**config.mk**
```make
export PLATFORM = sky130hd
export DESIGN_NAME = block_aligner_param
export DESIGN_NICKNAME = d
export VERILOG_FILES = /design/src/rtl/block_aligner_param.sv
export SDC_FILE = /design/constraint.sdc
export NUM_CORES = 1
export LEC_CHECK = 0
export BUFFER_PORTS_ARGS = -buffer_cell sky130_fd_sc_hd__buf_4
export CORE_ASPECT_RATIO = 1.4
export CORE_MARGIN = 1
export CORE_UTILIZATION = 40
export DETAILED_ROUTE_END_ITERATION = 16
export PLACE_DENSITY = 0.77
export SLEW_MARGIN = 5
export SYNTH_ARGS = -nofsm -noshare
export SYNTH_HDL_FRONTEND = slang
export SYNTH_SLANG_ARGS = --single-unit
```
**constraint.sdc**
```tcl
create_clock -name clk_i -period 6.1 [get_ports clk_i]
set_input_delay 0.305 -clock clk_i [delete_from_list [all_inputs] [get_ports clk_i]]
set_output_delay 0.305 -clock clk_i [all_outputs]
set_load 0.05 [all_outputs]
```
**src/rtl/block_aligner_param.sv**
```systemverilog
// block_aligner_param: 64b/66b sync-header hunt/lock block aligner for the gearbox output.
// Optional BLOCK_ALIGNER_STATS_EN adds saturating slip and locked-header-error counters.
module block_aligner_param #(
    parameter int BLOCK_W  = 66,
    parameter int BUF_W    = 194,
    parameter int LOCK_CNT = 64,
    parameter int WIN      = 64,
    parameter int BAD_MAX  = 16,
    localparam int OFF_W   = $clog2(BLOCK_W)
) (
    input  logic             clk_i,
    input  logic             rst_i,
    input  logic             buffer_dv,
    input  logic [BUF_W-1:0] gbox_buffer,
    input  logic             hunt_restart_i,
    output logic [OFF_W-1:0] block_offset,
    output logic             locked_o,
    output logic             hdr_valid_o,
    output logic             slip_o
`ifdef BLOCK_ALIGNER_STATS_EN
    ,
    output logic [15:0]      slip_cnt_o,
    output logic [15:0]      hdr_err_cnt_o
`endif
);
    localparam int GOOD_W = $clog2(LOCK_CNT + 1);
    localparam int WIN_W  = $clog2(WIN + 1);
    localparam int IDX_W  = $clog2(BUF_W);

    typedef enum logic {S_HUNT, S_LOCKED} state_t;

    state_t             r_state, w_state;
    logic [OFF_W-1:0]   r_off, w_off;
    logic [GOOD_W-1:0]  r_good, w_good;
    logic [WIN_W-1:0]   r_win, w_win, r_bad, w_bad;
    logic               r_hdr, w_hdr, r_slip, w_slip;

    // Header bit pair sits at MSB-k and MSB-k-1 of the buffer.
    logic [IDX_W-1:0]   w_idx;
    logic               w_valid;
    logic [OFF_W-1:0]   w_off_inc;
    logic [GOOD_W-1:0]  w_good_inc;
    logic [WIN_W-1:0]   w_win_inc, w_bad_inc;

    assign w_idx      = IDX_W'(BUF_W - 1) - IDX_W'(r_off);
    assign w_valid    = gbox_buffer[w_idx] ^ gbox_buffer[w_idx - 1'b1];
    assign w_off_inc  = (r_off == OFF_W'(BLOCK_W - 1)) ? '0 : r_off + 1'b1;
    assign w_good_inc = r_good + 1'b1;
    assign w_win_inc  = r_win + 1'b1;
    assign w_bad_inc  = r_bad + WIN_W'(!w_valid);

    always_ff @(posedge clk_i) begin
        if (rst_i) begin
            r_state <= S_HUNT;
            r_off   <= '0;
            r_good  <= '0;
            r_win   <= '0;
            r_bad   <= '0;
            r_hdr   <= 1'b0;
            r_slip  <= 1'b0;
        end else begin
            r_state <= w_state;
            r_off   <= w_off;
            r_good  <= w_good;
            r_win   <= w_win;
            r_bad   <= w_bad;
            r_hdr   <= w_hdr;
            r_slip  <= w_slip;
        end
    end

    always_comb begin
        w_state = r_state;
        w_off   = r_off;
        w_good  = r_good;
        w_win   = r_win;
        w_bad   = r_bad;
        w_hdr   = 1'b0;
        w_slip  = 1'b0;
        if (hunt_restart_i) begin
            w_state = S_HUNT;
            w_good  = '0;
            w_win   = '0;
            w_bad   = '0;
        end else if (buffer_dv) begin
            if (r_state == S_HUNT) begin
                w_good = w_valid ? w_good_inc : '0;
                w_slip = !w_valid;
                w_off  = w_valid ? r_off : w_off_inc;
                if (w_valid && w_good_inc == GOOD_W'(LOCK_CNT)) begin
                    w_state = S_LOCKED;
                    w_good  = '0;
                    w_win   = '0;
                    w_bad   = '0;
                end
            end else begin
                w_hdr = w_valid;
                if (w_bad_inc == WIN_W'(BAD_MAX)) begin
                    w_state = S_HUNT;
                    w_good  = '0;
                    w_win   = '0;
                    w_bad   = '0;
                    w_off   = w_off_inc;
                    w_slip  = 1'b1;
                end else if (w_win_inc == WIN_W'(WIN)) begin
                    w_win = '0;
                    w_bad = '0;
                end else begin
                    w_win = w_win_inc;
                    w_bad = w_bad_inc;
                end
            end
        end
    end

    always_comb begin
        block_offset = r_off;
        locked_o     = (r_state == S_LOCKED);
        hdr_valid_o  = r_hdr;
        slip_o       = r_slip;
    end

`ifdef BLOCK_ALIGNER_STATS_EN
    logic [15:0] r_slip_cnt, r_err_cnt;
    logic        w_err;

    assign w_err = buffer_dv && !hunt_restart_i && r_state == S_LOCKED && !w_valid;

    always_ff @(posedge clk_i) begin
        if (rst_i) begin
            r_slip_cnt <= '0;
            r_err_cnt  <= '0;
        end else begin
            if (w_slip && r_slip_cnt != 16'hFFFF)
                r_slip_cnt <= r_slip_cnt + 1'b1;
            if (w_err && r_err_cnt != 16'hFFFF)
                r_err_cnt <= r_err_cnt + 1'b1;
        end
    end

    assign slip_cnt_o    = r_slip_cnt;
    assign hdr_err_cnt_o = r_err_cnt;
`endif
endmodule

```
==> flow_metrics.tcl <==
set metrics [dict create \
    finalCritPeriodShare_pct 95.7 \
    tightest_slew_ns 0.815 \
    fmax_mhz 171 \
    nets 942 \
    clock_power_share_pct 11.7 \
    worstPathArrival_ns 6.00 \
    stdcell_area_mm2 0.00742 \
    end_kind "flip-flop" \
    clkLatencyLatePin_ns 0.28 \
    slew_headroom_pct 45.6 \
    ioPinCount 208 \
    slowest_delay_ns 0.55 \
    core-area_mm2 0.0133 \
    p_sw_share_pct 43.7 \
    utilization_pct 55.7 \
    area_growth_syn_to_layout_pct 36.3 \
    clock-sinks 31 \
    ys_seq_area_share_pct 11.4 \
    synth_edf_count 0 \
    min_path_cells 2 \
    post-place-cells 902 \
    cp_max_fo 19 \
    antenna_found_initial 0 \
    synth_seq_cells 31 \
    leakage_nw 2.78 \
    synth_fp_nets 752 \
    cp_num_buf_inv 3 \
    grt_pass1_wl_um 30900 \
    ys_warn_count 0 \
    drive_gt1_share_pct 50.2 \
    crit_family "simple AND/OR/NAND/NOR gates" \
    worstPathRequired_ns 6.26 \
    htree_levels 2 \
    cts.clk_slew.worst_paths_ns 0.05 \
    grt_max_degree 85 \
    die_w_um 101 \
    ant_nets 0 \
    rsz0062_at_grt "no" \
    crit_slowest_cell "or4_4" \
    whs_ns 0.358 \
    power_switching_mw 0.873 \
    wirelength_um 19700 \
    grtUsageTotal_pct 27.8 \
    power_mw 2.00 \
    min_period_ns 5.84 \
    reg2reg_slack_ns 0.26 \
    crit_chain "buf_12, buf_4, or4_4, o22a_1, o311a_1, nor2_1, o211ai_1, and4_1, a311o_2, xor2_2, inv_4, ha_1, nand4_1, or2_2, a211oi_1, nand3_1, nand2_1, nand2_2, a2111oi_2, mux2_1" \
    rr_startpoint "block_offset[1]$_SDFFE_PP0P_" \
    gp_congestion 1.00 \
    comb_power_share_pct 77.4 \
    postSynth.asyncResetShare_pct 0 \
    dpl_cell_area_mm2 0.00717 \
    dp_hpwl_um 15900 \
    ir_worst_vdd_mv 0.189 \
    synth_area_mm2 0.00544 \
    critical_path_class "reg -> reg" \
    tritoncts "done" \
    start_util_pct 40.9 \
    vias_per_cell 6.51 \
    hold_end "slip_o$_SDFF_PP0_" \
    max_cap_violations 0 \
    clock-root-buffer "clkbuf_16" \
    crit_start "block_offset[1]$_SDFFE_PP0P_" \
    r2r_cells 20 \
    portBuffers 207 \
    critPathLaunchType "flip-flop" \
    drc 0 \
    rows 50 \
    seq_power_share_pct 10.9 \
    min-delay-start "rst_i" \
    fillers 1145 \
    cts.path.max_buffers 2 \
    hold_viol 0 \
    diodes 0 \
    instances_no_fill 917 \
    cts_hold_buf 0 \
    num_vias 5974 \
    post_drt_wl_per_cell_um 21.5 \
    numCtsBuffers 5 \
    die_area_mm2 0.0141 \
    status "finished, final reports clean" \
    die_h_um 140 \
    synth_cell_types 70 \
    setup_viol 0 \
    p_int_mw 1.13 \
    power.density_mw_per_mm2 270 \
    finClkSkew_ns 0.00843 \
    ys.flop_type "dfxtp_1" \
    hp-class "in -> reg" \
    pre_cts_slack_ns 0.0148 \
    reg2reg_to "block_offset[5]$_SDFFE_PP0P_" \
    dr.pass1.iters 5 \
    layout_setup_ws_ns 0.260 \
    first_global_vias 6161 \
    drtIter0Drc 353 \
    drv_slew 0 \
    grt_remaining_overflow 0 \
    synthCells 544 \
    avgSynthCellArea_um2 10.0 \
    fin_setup_tns_ns 0 \
]
[cell usage after synthesis (all sizes together), types with 3 or more instances]
master	instances	area (µm²)
a32oi	7	61.3
or4	3	26.3
o32ai	3	26.3
a211oi	8	65.1
nand3	32	160
mux2i	8	80.1
and2	3	18.8
o211ai	6	45.0
xnor2	11	104
inv	14	52.6
o22ai	4	25.0
xor2	5	58.8
o2bb2ai	3	26.3
ha	10	125
nand2	63	236
nor2b	9	56.3
and3	8	50.1
a21oi	9	45.0
or2	7	43.8
mux4	102	2300
mux2	8	90.1
a2111oi	4	47.6
or3	5	31.3
buf	28	165
nor4	6	37.5
a31oi	15	93.8
o21ai	21	113
a21o	3	22.5
o31ai	4	30.0
a41oi	3	26.3
nor3	16	80.1
nor2	30	113
nand4	7	43.8
o211a	3	30.0
clkbuf	19	71.3
nand2b	5	31.3
dfxtp	31	621
[worst reg2reg max path: stages (launching register included)]
cell	delay, ns
dfxtp_4	0.36
buf_12	0.13
buf_4	0.22
or4_4	0.55
o22a_1	0.32
o311a_1	0.39
nor2_1	0.24
o211ai_1	0.14
and4_1	0.24
a311o_2	0.39
xor2_2	0.19
inv_4	0.18
ha_1	0.22
nand4_1	0.15
or2_2	0.33
a211oi_1	0.30
nand3_1	0.17
nand2_1	0.21
nand2_2	0.19
a2111oi_2	0.42
mux2_1	0.37
[what timing repair did]
action	CTS	global route
resized for setup	1	7
setup endpoints to repair	1	10
buffers inserted	0	7
hold endpoints to repair	0	0
[how the worst max path moves through the flow]
stage	depth (start not counted)	slack, ns	to
5_1_grt	18	0.004	block_offset[5]$_SDFFE_PP0P_
4_1_cts	21	0.02	block_offset[5]$_SDFFE_PP0P_
3_5_place_dp	20	0.01	block_offset[5]$_SDFFE_PP0P_
3_3_place_gp	20	0.28	block_offset[5]$_SDFFE_PP0P_
6_report	20	0.26	block_offset[5]$_SDFFE_PP0P_
2_1_floorplan	25	0.04	block_offset[5]$_SDFFE_PP0P_
[sequential cells by signal, indices dropped and copies added (netlist names)]
register      cells
block_offset      7
r_bad             7
hdr_valid_o       1
slip_o            1
r_good            7
r_win             7
locked_o          1
[placed cells by master (no fill, tap or decap), types with 6 or more instances in the layout]
cell type and count:
o21ai_0 18, inv_1 12, nand2_1 62, mux2_2 7, nor4_1 6, a32oi_1 7, a211oi_1 7, and3_1 8
buf_4 225, o211ai_1 6, mux4_2 102, nand3_1 32, ha_1 8, a21oi_1 9, nor3_1 16, a31oi_1 15
mux2i_1 8, nor2b_1 9, nand4_1 7, xnor2_1 10, nor2_1 30, dfxtp_1 29
[kinds of logic after synthesis]
family          synth area share [%]
fa+ha+maj                       2.30
xor+xnor                        2.99
simple gates                    17.9
mux                             45.3
flops                           11.4
compound gates                  14.8
buf+inv                         5.31
[power groups by stage]
stage	Sequential, mW	Clock [mW]	Combinational [mW]
after floorplan	0.236	0	1.12
after global placement	0.225	0	1.44
after detailed placement	0.225	0	1.48
after CTS	0.221	0.237	1.49
after global routing	0.219	0.246	1.64
final	0.218	0.234	1.55
[layer usage]
layer | global-route usage (%) | vias up | wire length, µm
met5 | 0 | - | 0
met3 | 3.14 | 74 | 1310
met2 | 51.6 | 390 | 10700
met1 | 30.6 | 2902 | 6570
met4 | 14.6 | 0 | 1150
li1 | - | 2608 | -
[layout make-up]
class	count	area (µm²)	share of cell area, %
timing repair buffer	230	1770	23.9
clock inverter	2	7.51	0.101
sequential	31	628	8.47
tap	182	228	3.07
inverter	14	58.8	0.793
clock buffer	6	129	1.74
multi-input combinational	452	4600	61.9
(Power assumes the default switching activity.)
